[src/rtl/mem_llsc_unit.sv]
`timescale 1ns/1ps
`default_nettype none
// ============================================================================
// Module      : mem_llsc_unit
// Description : MEM-stage load/store unit with LL/SC link bit, single
//               outstanding bus transfer, alignment checks and ack timeout.
// Revision    : 1.0 - initial release
// ============================================================================
module mem_llsc_unit #(
    parameter int ACK_TIMEOUT = 16
) (
    input  logic        clk,
    input  logic        rst,
    input  logic        op_valid,
    input  logic [3:0]  op_code,
    input  logic [31:0] op_addr,
    input  logic [31:0] op_wdata,
    input  logic [4:0]  op_wd,
    input  logic        op_wreg,
    input  logic        flush,
    output logic        stall_req,
    output logic        mem_req,
    output logic        mem_we,
    output logic [31:0] mem_addr,
    output logic [3:0]  mem_sel,
    output logic [31:0] mem_wdata,
    input  logic        mem_ack,
    input  logic [31:0] mem_rdata,
    output logic        wb_valid,
    output logic [4:0]  wb_wd,
    output logic        wb_wreg,
    output logic [31:0] wb_wdata,
    output logic        llbit_o,
    output logic        err_align,
    output logic        err_bus
);

    localparam int         CW         = (ACK_TIMEOUT > 1) ? $clog2(ACK_TIMEOUT) : 1;
    localparam logic [CW-1:0] C_CNT_LAST = CW'(ACK_TIMEOUT - 1);
    localparam logic [3:0] C_OP_LB  = 4'd0;
    localparam logic [3:0] C_OP_LBU = 4'd1;
    localparam logic [3:0] C_OP_LH  = 4'd2;
    localparam logic [3:0] C_OP_LHU = 4'd3;
    localparam logic [3:0] C_OP_LW  = 4'd4;
    localparam logic [3:0] C_OP_SB  = 4'd5;
    localparam logic [3:0] C_OP_SH  = 4'd6;
    localparam logic [3:0] C_OP_SW  = 4'd7;
    localparam logic [3:0] C_OP_LL  = 4'd8;
    localparam logic [3:0] C_OP_SC  = 4'd9;

    typedef enum logic [1:0] {
        S_IDLE = 2'd0,
        S_BUSY = 2'd1,
        S_RESP = 2'd2
    } state_t;

    state_t        state_q, state_d;
    logic [CW-1:0] cnt_q;
    logic          llbit_q;
    logic [3:0]    op_q;
    logic [1:0]    lane_q;
    logic [4:0]    wd_q;
    logic          wreg_q;
    logic          sc_ok_q;
    logic [31:0]   rdata_q;
    logic          mem_req_q, mem_we_q;
    logic [31:0]   mem_addr_q, mem_wdata_q;
    logic [3:0]    mem_sel_q;
    logic          wb_valid_q, wb_wreg_q;
    logic [4:0]    wb_wd_q;
    logic [31:0]   wb_wdata_q;
    logic          err_align_q, err_bus_q;

    logic          w_accept, w_legal, w_misal, w_go, w_sc_fail, w_to_busy;
    logic          w_is_byte, w_is_half, w_is_store, w_is_sc;
    logic [3:0]    w_sel;
    logic [31:0]   w_store_data;
    logic [7:0]    w_byte;
    logic [15:0]   w_half;
    logic [31:0]   w_result;
    logic          w_resp_wb;

    // Decode the presented op: size class, alignment, lane select, store data
    always_comb begin
        w_is_byte    = (op_code == C_OP_LB) || (op_code == C_OP_LBU) || (op_code == C_OP_SB);
        w_is_half    = (op_code == C_OP_LH) || (op_code == C_OP_LHU) || (op_code == C_OP_SH);
        w_is_store   = (op_code == C_OP_SB) || (op_code == C_OP_SH) || (op_code == C_OP_SW);
        w_is_sc      = (op_code == C_OP_SC);
        w_legal      = (op_code <= C_OP_SC);
        w_misal      = w_is_half ? op_addr[0] : (!w_is_byte && (op_addr[1:0] != 2'b00));
        w_sel        = 4'b1111;
        w_store_data = op_wdata;
        if (w_is_byte) begin
            w_sel        = 4'b0001 << op_addr[1:0];
            w_store_data = {4{op_wdata[7:0]}};
        end else if (w_is_half) begin
            w_sel        = op_addr[1] ? 4'b1100 : 4'b0011;
            w_store_data = {2{op_wdata[15:0]}};
        end
    end

    assign w_accept  = (state_q == S_IDLE) && op_valid && !flush;
    assign w_go      = w_accept && w_legal && !w_misal;
    // An SC without a live link completes locally with result 0
    assign w_sc_fail = w_go && w_is_sc && !llbit_q;
    assign w_to_busy = w_go && !w_sc_fail;

    // Extract and extend the addressed lane of the captured read word
    always_comb begin
        w_byte    = rdata_q[{lane_q, 3'b000} +: 8];
        w_half    = lane_q[1] ? rdata_q[31:16] : rdata_q[15:0];
        w_result  = rdata_q;
        w_resp_wb = (op_q <= C_OP_LW) || (op_q == C_OP_LL) || (op_q == C_OP_SC);
        case (op_q)
            C_OP_LB:  w_result = {{24{w_byte[7]}}, w_byte};
            C_OP_LBU: w_result = {24'd0, w_byte};
            C_OP_LH:  w_result = {{16{w_half[15]}}, w_half};
            C_OP_LHU: w_result = {16'd0, w_half};
            C_OP_SC:  w_result = {31'd0, sc_ok_q};
            default:  w_result = rdata_q;
        endcase
    end

    // State register
    always_ff @(posedge clk or negedge rst) begin
        if (!rst) state_q <= S_IDLE;
        else      state_q <= state_d;
    end

    // Next-state logic; flush and timeout both return to IDLE
    always_comb begin
        state_d = state_q;
        case (state_q)
            S_IDLE: begin
                if (w_to_busy)      state_d = S_BUSY;
                else if (w_sc_fail) state_d = S_RESP;
            end
            S_BUSY: begin
                if (flush)                   state_d = S_IDLE;
                else if (mem_ack)            state_d = S_RESP;
                else if (cnt_q == C_CNT_LAST) state_d = S_IDLE;
            end
            S_RESP:  state_d = S_IDLE;
            default: state_d = S_IDLE;
        endcase
    end

    // Bus, op context, result and error registers; LLbit tracking
    always_ff @(posedge clk or negedge rst) begin
        if (!rst) begin
            cnt_q       <= '0;
            llbit_q     <= 1'b0;
            op_q        <= 4'd0;
            lane_q      <= 2'd0;
            wd_q        <= 5'd0;
            wreg_q      <= 1'b0;
            sc_ok_q     <= 1'b0;
            rdata_q     <= 32'd0;
            mem_req_q   <= 1'b0;
            mem_we_q    <= 1'b0;
            mem_addr_q  <= 32'd0;
            mem_sel_q   <= 4'd0;
            mem_wdata_q <= 32'd0;
            wb_valid_q  <= 1'b0;
            wb_wd_q     <= 5'd0;
            wb_wreg_q   <= 1'b0;
            wb_wdata_q  <= 32'd0;
            err_align_q <= 1'b0;
            err_bus_q   <= 1'b0;
        end else begin
            wb_valid_q  <= 1'b0;
            err_align_q <= 1'b0;
            err_bus_q   <= 1'b0;
            case (state_q)
                S_IDLE: begin
                    err_align_q <= w_accept && w_legal && w_misal;
                    if (w_go) begin
                        op_q    <= op_code;
                        lane_q  <= op_addr[1:0];
                        wd_q    <= op_wd;
                        wreg_q  <= op_wreg;
                        sc_ok_q <= 1'b0;
                        cnt_q   <= '0;
                    end
                    if (w_to_busy) begin
                        mem_req_q   <= 1'b1;
                        mem_we_q    <= w_is_store || w_is_sc;
                        mem_addr_q  <= {op_addr[31:2], 2'b00};
                        mem_sel_q   <= w_sel;
                        mem_wdata_q <= w_store_data;
                    end
                end
                S_BUSY: begin
                    if (flush) begin
                        mem_req_q <= 1'b0;
                        mem_we_q  <= 1'b0;
                    end else if (mem_ack) begin
                        mem_req_q <= 1'b0;
                        mem_we_q  <= 1'b0;
                        rdata_q   <= mem_rdata;
                        if (op_q == C_OP_SC) begin
                            sc_ok_q <= 1'b1;
                            llbit_q <= 1'b0;
                        end
                    end else if (cnt_q == C_CNT_LAST) begin
                        mem_req_q <= 1'b0;
                        mem_we_q  <= 1'b0;
                        err_bus_q <= 1'b1;
                        llbit_q   <= 1'b0;
                    end else begin
                        cnt_q <= cnt_q + CW'(1);
                    end
                end
                S_RESP: begin
                    if (!flush) begin
                        wb_valid_q <= w_resp_wb;
                        wb_wd_q    <= wd_q;
                        wb_wreg_q  <= wreg_q;
                        wb_wdata_q <= w_result;
                        if (op_q == C_OP_LL) llbit_q <= 1'b1;
                    end
                end
                default: ;
            endcase
            // Flush always kills the link, overriding an LL completing now
            if (flush) llbit_q <= 1'b0;
        end
    end

    assign stall_req = rst && ((state_q == S_BUSY) || ((state_q == S_IDLE) && (w_to_busy || w_sc_fail)));
    assign mem_req   = mem_req_q;
    assign mem_we    = mem_we_q;
    assign mem_addr  = mem_addr_q;
    assign mem_sel   = mem_sel_q;
    assign mem_wdata = mem_wdata_q;
    assign wb_valid  = wb_valid_q;
    assign wb_wd     = wb_wd_q;
    assign wb_wreg   = wb_wreg_q;
    assign wb_wdata  = wb_wdata_q;
    assign llbit_o   = llbit_q;
    assign err_align = err_align_q;
    assign err_bus   = err_bus_q;

endmodule
`default_nettype wire

[config.mk]
export PLATFORM = sky130hd
export DESIGN_NAME = mem_llsc_unit
export DESIGN_NICKNAME = d
export VERILOG_FILES = /design/src/rtl/mem_llsc_unit.sv
export SDC_FILE = /design/constraint.sdc
export NUM_CORES = 1
export LEC_CHECK = 0
export ABC_AREA = 1
export CAP_MARGIN = 25
export CORE_AREA = 2 2 123 125
export DETAILED_ROUTE_END_ITERATION = 12
export DIE_AREA = 0 0 125 127
export PLACE_DENSITY_LB_ADDON = 0.15
export REMOVE_ABC_BUFFERS = 1
export SYNTH_ARGS = -nofsm -noshare
export SYNTH_HDL_FRONTEND = slang
export SYNTH_SLANG_ARGS = --single-unit
[constraint.sdc]
create_clock -name clk -period 4.1 [get_ports clk]
set_input_delay 0.82 -clock clk [delete_from_list [all_inputs] [get_ports clk]]
set_output_delay 0.82 -clock clk [all_outputs]
set_load 0.05 [all_outputs]
# Yosys cells after proc, flatten, opt, wreduce, memory -nomap -nowiden
# Index checks and enable logic that the tools add are counted.
# classes
add_sub_neg,1
n_lt_le_gt_ge,2
eq_ne,26
n_shift,2
muxes,43
bitwise_logic,1
n_reduce_logical,42
# ops
operator,n
one-hot mux 32 bit (5 select lines),1
2-to-1 mux 32 bit,2
indexed part select 32 x 6 -> 8 bit,1
2-to-1 mux 4 bit,7
2-to-1 mux 1 bit,21
== test 4 x 2 -> 1 bit (second input constant),4
== test 4 bit (second input constant),4
2-to-1 mux 16 bit,1
!= test 2 bit (second input constant),7
== test 4 x 3 -> 1 bit (second input constant),3
logical AND 1 bit,11
logical OR 1 bit,11
2-to-1 mux 2 bit,5
AND reduction 5 bit,2
== test 4 x 1 -> 1 bit (second input constant),2
zero test 4 bit,2
!= test 4 bit (second input constant),2
one-hot mux 1 bit (2 select lines),4
one-hot mux 4 bit (2 select lines),1
AND reduction 2 bit,4
!= test 3 bit (second input constant),2
AND reduction 3 bit,2
zero test 1 bit,5
adder 4 x 1 -> 4 bit (second input constant),1
11 further kinds,12
# totals
reg_bits,161
out_inout_bits,113
wordCells,137

# Logic depth before layout (Yosys ltp)
# Gate-level depths: netlist of run 1.
# depth
depth_word,16
ltp_mapped,10
mapped_depth_nobuf,9

# Least setup slack after synthesis of run 1
# OpenSTA, ideal clock, no wires.
# synth_path
kind,input to output
start,input port op_code[2]
end,output port stall_req
arrival_ns,2.506
required_ns,3.280
slack_ns,0.774
path_stages,5
path_buffers,0
path_cell_list,nor2_2 nor2_1 nor2_2 nand3_2 a21boi_0
# synth_via
elab_chain_len,16
word_cells_on_any_way,26
# synth_lines
element,line_no,text
from (decl),15,"input logic [3:0] op_code,"
== test 4 x 1 -> 1 bit / zero test 4 bit (equally long branches),85,w_is_byte = (op_code == C_OP_LB) || (op_code == C_OP_LBU) || (op_code == C_OP_SB);
logical OR 1 bit (2 in a row),85,
zero test 1 bit,90,w_misal = w_is_half ? op_addr[0] : (!w_is_byte && (op_addr[1:0] != 2'b00));
logical AND 1 bit,90,
2-to-1 mux 1 bit,90,
zero test 1 bit,103,assign w_go = w_accept && w_legal && !w_misal;
logical AND 1 bit,103,
logical AND 1 bit (2 in a row),105,assign w_sc_fail = w_go && w_is_sc && !llbit_q;
zero test 1 bit,106,assign w_to_busy = w_go && !w_sc_fail;
logical AND 1 bit,106,
logical OR 1 bit (*),230,assign stall_req = rst && ((state_q == S_BUSY) || ((state_q == S_IDLE) && (w_to_busy || w_sc_fail)));
logical AND 1 bit (*),230,
logical OR 1 bit (*),230,
logical AND 1 bit (*),230,
to (decl),21,"output logic stall_req,"
# Mark *: on every way between the ends. The rest lies on a longest branch, timed or not.

# Final worst setup path of run 1
# Same ends and word-level chain as after synthesis.

==> results.yml, run 1 <==
timing:
  whs_ps: 301.6
  finClkSkew_ps: 6.327
  rsz0062_at_grt: "false"
  finalWorstSetupSlack_ps: 831.2
  hold_viol_final: 0
  clock.fmax_ghz: 0.3059
  max_slew_margin_pct: 40.95
  tns_ps: 0
  slew_violations: 0
  setup_viol_count_final: 0
  post-route-period-util_pct: 79.73
  worstMarginPinSlew_ps: 885.7
  layout_min_cycle_time_ps: 3269
worst_setup_path:
  crit_start: "op_code[2]"
  slowest_stage: "clkdlybuf4s50_1"
  critical_path_class: "in -> out"
  worstPathRequired_ps: 3280
  worstReg2RegStart: "op_q[3]$_DFFE_PN0P_"
  regToRegSetupSlack_ps: 1930
  r2r_end: "wb_wdata[19]$_DFFE_PN0P_"
  path_cells: "clkdlybuf4s50_1 -> nand2_1 -> nand3_2 -> nand3_2 -> nand3_2 -> a21boi_0 -> buf_12"
  cp-end-kind: "output pin"
  cp_max_fo: 10
  max_stage_delay_ps: 490
  rr_worst_depth: 6
  critical_path.endpoint: "stall_req"
  crit_top_cell: "nand3_2"
  arrival_ps: 2450
  start_kind: "input port"
pwr:
  power_density_nw_per_um2: 868.9
  peakVddDrop_uv: 550.2
  p_leak_uw: 0.004850
logic_synthesis:
  netlist_area_um2: 7279
  synth_top_area_cell: "dfrtp_1"
  synth_seq_area_share_pct: 55.35
  ys_async_sr_fraction_pct: 100.0
  synth.most_common_cell: "nand2_1"
  yosys_most_used_dff: "dfrtp_1"
  synth_top_cells_by_count: "nand2_1, dfrtp_1, o21ai_0"
  yosysWarningCount: 0
  synthTopCellsByArea: "dfrtp_1, nand2_1, o21ai_0"
  synth-edff-count: 0
  synth_top_cell_area_share_pct: 55.35
  ys_types: 29
  syn_inst: 883
  avgSynthCellArea_um2: 8.244
  ys_ff_latch: 161
clocking:
  cts_tree: "built"
  postCtsHoldBufs: 0
  clock_latency_ps: 430
  cts_buffers: 17
  clock_sinks: 161
  post_cts_buffers: 0
  cts-resized-gates: 0
  clock_path_buffers: 2
  cts_root_buf: "clkbuf_16"
  clk_pin_slew_ps: 60
  htree_levels: 4
die:
  row_count: 44
  dieArea_um2: 15880
  start_util_pct: 50.47
  fp.coreArea_um2: 14420
  ios: 224
  die_y_um: 127
  die_w_um: 125
grt:
  grt_use_total_pct: 24.27
  grt_pass1_vias: 6225
  grt_pass1_wl_mm: 30.85
  grt_start_max_net_pins: 100
  grt-ovfl-total: 0
  grt_antenna_before_repair: 1
placement:
  placed_cells: 1254
  hpwl_mm: 13.11
  place_congestion: 0.8690
  post-place-ws_ps: 806.7
  placed_area_um2: 9594
  io_buffers: 221
worst_hold_path:
  hold_path.class: "in -> async"
layout:
  n_antenna_cell: 0
  fin_nets: 1201
  drive_gt1_share_pct: 7.260
  layout.cells.non_filler: 1286
  n_fill_cell: 1175
  layout.cell_area.non_filler_um2: 10200
  syn_to_final_growth_pct: 40.12
routing:
  drt_pass1_iterations: 5
  drc: 0
  postRouteAntennaNets: 0
  drt_wl_total_mm: 19.07
  routedWlPerCell_um: 14.83
  via_per_inst: 5.032
  drt_iter0_drc: 397
  vias: 6471
outcome:
  outcome: "completed"
job:
  max_cap_viol_count: 0
-- registers in the layout, indices dropped and copies added (netlist names), 4 cells and up --
signal,flops
rdata_q,32
mem_wdata,32
op_q,4
cnt_q,4
mem_addr,30
wd_q,5
wb_wd,5
wb_wdata,32
mem_sel,4
-- worst max-delay path: cells and delay by family --
family,cells,cell delay (ps)
buf+inv,2,680
compound gates,1,330
simple gates,4,610
-- worst min-delay path by stage --
stage / cells after the start / startpoint / to
floorplan: 2 / rdata_q[0]$_DFFE_PN0P_ / rdata_q[0]$_DFFE_PN0P_
global placement: 2 / rdata_q[0]$_DFFE_PN0P_ / rdata_q[0]$_DFFE_PN0P_
detailed placement: 2 / mem_addr[12]$_DFFE_PN0P_ / mem_addr[12]$_DFFE_PN0P_
CTS: 1 / rst / wb_wd[4]$_DFFE_PN0P_
global route: 1 / rst / wb_wd[4]$_DFFE_PN0P_
finish: 1 / rst / wd_q[4]$_DFFE_PN0P_
-- report_power, final --
part,leakage [µW],internal (µW),total [µW],switching [µW]
Combinational,0.00260,1490,4470,2980
Clock,0.000289,973,1620,644
Sequential,0.00196,2320,2780,457
-- layer usage --
metal | vias to the layer above | global-route usage (%) | share of wire (%)
met1 | 3005 | 30.61 | 42
met2 | 228 | 37.98 | 46
met5 | - | 0 | 0.058
li1 | 3203 | - | -
met3 | 33 | 10.43 | 9.4
met4 | 2 | 8.170 | 2.0
-- layout make-up --
class                      count  area [µm²]  area share, %
sequential                   161        4029          39.50
multi-input combinational    596        2733          26.79
timing repair buffer         230        2291          22.46
clock buffer                  19       442.9          4.342
inverter                      83       311.5          3.054
tap                          184       230.2          2.257
clock inverter                13       162.7          1.595
-- through the flow --
step	utilization, %	power (µW)
after floorplan	-	5621
after global placement	66.52	7192
after detailed placement	66.52	7256
after CTS	70.71	8919
after global routing	70.71	9355
final	70.71	8862
-- cells by family after synthesis --
kind of cell    after synthesis  share of synthesized area [%]
flops                       161                          55.35
other cells                   1                        0.05151
buf+inv                     127                          7.271
xor+xnor                      2                         0.2407
fa+ha+maj                     1                         0.1719
compound gates              187                          13.91
simple gates                404                          23.01
-- placed cells by master (no fill, tap or decap) --
cell,n
nand3_2,3
or2_2,24
a21boi_0,8
nor2_1,26
bufinv_16,3
a21oi_1,26
o211ai_1,4
clkbuf_8,1
nand4_1,3
xor2_1,2
nor3_1,7
buf_12,1
ha_1,1
clkbuf_16,17
clkinvlp_4,3
clkbuf_1,1
inv_1,80
conb_1,2
nor4_1,1
o21ai_0,131
nor2_2,3
clkdlybuf4s50_1,219
o21a_1,17
nand4_4,1
inv_2,3
dfrtp_1,161
clkinv_4,4
clkinv_2,3
nor2_4,1
nand2_1,311
nand3b_1,1
buf_4,9
a32oi_1,1
buf_6,1
nand2_2,3
nand3_1,20
(Power assumes the default switching activity.)
==> inputs of run 2 (changes only) <==
--- a/config.mk
+++ b/config.mk
@@ -7,9 +7,9 @@
 export LEC_CHECK = 0
 export ABC_AREA = 1
 export CAP_MARGIN = 25
-export CORE_AREA = 2 2 123 125
+export CORE_AREA = 2 2 128 130
 export DETAILED_ROUTE_END_ITERATION = 12
-export DIE_AREA = 0 0 125 127
+export DIE_AREA = 0 0 130 132
 export PLACE_DENSITY_LB_ADDON = 0.15
 export REMOVE_ABC_BUFFERS = 1
 export SYNTH_ARGS = -nofsm -noshare
==> constraint.sdc (replaced) <==
create_clock -name clk -period 3.1 [get_ports clk]
set_input_delay 0.62 -clock clk [delete_from_list [all_inputs] [get_ports clk]]
set_output_delay 0.62 -clock clk [all_outputs]
set_load 0.05 [all_outputs]
==> run 2 against run 1 <==
Against the previous run:
- clock power rose by 30%
- clock-buffer cell count fell by 1
- power rose by 32%
- cell area rose by 1.3%
- non-clock buffer count rose by 9
- highest routed layer unchanged
- first-iteration DRC count rose by 2.3%
- critical path type unchanged
- via count fell by 2.4%
- wire length rose by 0.31%
- worst setup slack got worse by 510 ps
- sequential power rose by 31%
==> results.yml, run 2 (synthesis gave the netlist of run 1 again) <==
outcome:
  outcome: "completed"
clocking:
  clk_pin_slew_ps: 60
  cts_buffers: 17
  postCtsHoldBufs: 0
  clock_sinks: 161
  cts_tree: "built"
  clock_path_buffers: 2
  post_cts_buffers: 0
  htree_levels: 4
  clock_latency_ps: 420
  cts-resized-gates: 0
  cts_root_buf: "clkbuf_16"
worst_setup_path:
  rr_worst_depth: 10
  cp_max_fo: 5
  start_kind: "input port"
  regToRegSetupSlack_ps: 1220
  worstPathRequired_ps: 2480
  cp-end-kind: "output pin"
  arrival_ps: 2160
  worstReg2RegStart: "op_q[3]$_DFFE_PN0P_"
  r2r_end: "wb_wdata[0]$_DFFE_PN0P_"
  critical_path_class: "in -> out"
timing:
  finClkSkew_ps: 11.31
  max_slew_margin_pct: 55.09
  tns_ps: 0
  layout_min_cycle_time_ps: 2783
  post-route-period-util_pct: 89.76
  rsz0062_at_grt: "false"
  whs_ps: 76.17
  worstMarginPinSlew_ps: 673.6
  setup_viol_count_final: 0
  hold_viol_final: 0
  clock.fmax_ghz: 0.3594
  slew_violations: 0
grt:
  grt_antenna_before_repair: 2
  grt-busiest-layer: "met2"
  grt_start_max_net_pins: 100
  grt.met2_usage_pct: 36.71
  grt_pass1_wl_mm: 31.44
  grt_use_total_pct: 23.22
  grt-ovfl-total: 0
  grt_pass1_vias: 6218
  met1_usage_pct: 30.08
  grt_use_met3_pct: 8.726
layout:
  final_common_cell: "nand2_1"
  n_fill_cell: 1384
  fin_nets: 1210
  regArea_um2: 4029
  multi_input_area_um2: 2733
  syn_to_final_growth_pct: 41.90
  drive_gt1_share_pct: 8.101
  final_cell_mix: "nand2_1, clkdlybuf4s50_1, dfrtp_1"
die:
  die_w_um: 130
  row_count: 46
  ios: 224
  die_y_um: 132
  start_util_pct: 46.33
  dieArea_um2: 17160
  fp.coreArea_um2: 15710
routing:
  vias: 6316
  drt_iter0_drc: 406
  postRouteAntennaNets: 0
  drt_pass1_iterations: 4
  routedWlPerCell_um: 14.41
  via_per_inst: 4.756
  drc: 0
  drt_wl_total_mm: 19.13
worst_hold_path:
  hold_path.class: "in -> async"
pwr:
  power_density_nw_per_um2: 1134
  p_leak_uw: 0.004905
  peakVddDrop_uv: 657.8
placement:
  place_congestion: 0.8302
  hpwl_mm: 13.37
  io_buffers: 221
job:
  max_cap_viol_count: 0
## run 2: cell type report
cell class	instances	share of cell area (%)
inverter	83	3.016
clock inverter	14	1.490
multi-input combinational	596	26.45
sequential	161	39.00
antenna	1	0.02422
timing repair buffer	239	23.15
clock buffer	18	4.251
tap	216	2.616
## run 2: worst max path at each step
stage,startpoint,depth (start not counted),endpoint
6_report,op_code[1],7,stall_req
5_1_grt,op_code[1],7,stall_req
4_1_cts,op_code[1],7,stall_req
3_5_place_dp,op_code[1],7,stall_req
3_3_place_gp,op_code[1],7,stall_req
2_1_floorplan,op_code[3],5,stall_req
## run 2: worst max-delay path: stages
cell	delay, ps
clkdlybuf4s50_1	500
nor2_2	160
nor2_1	70
nor2_2	200
nand3_2	110
a21boi_0	320
buf_12	190
## run 2: through the flow
step	instance area [µm²]	util (%)	setup WS (ps)	total power, µW	std cells
final	10330	65.74	317.5	11720	1328
after global routing	10330	65.74	206.9	12400	1328
after floorplan	7066	-	-65.94	7434	840
after detailed placement	9707	61.78	311.7	9649	1294
after global placement	9707	61.78	350.2	9577	1294
after CTS	10300	65.55	314.0	11810	1326
## run 2: power by group
group	switching, µW	internal (µW)	total [µW]
registers	576	3070	3640
logic	3980	1990	5970
clock network	884	1220	2100
total	5440	6280	11700
## run 2: per-layer routing
layer,part of all wire (%),wire length (µm)
met1,43,8141
met2,47,9059
met3,8.9,1711
met4,1.1,204
met5,0.068,13
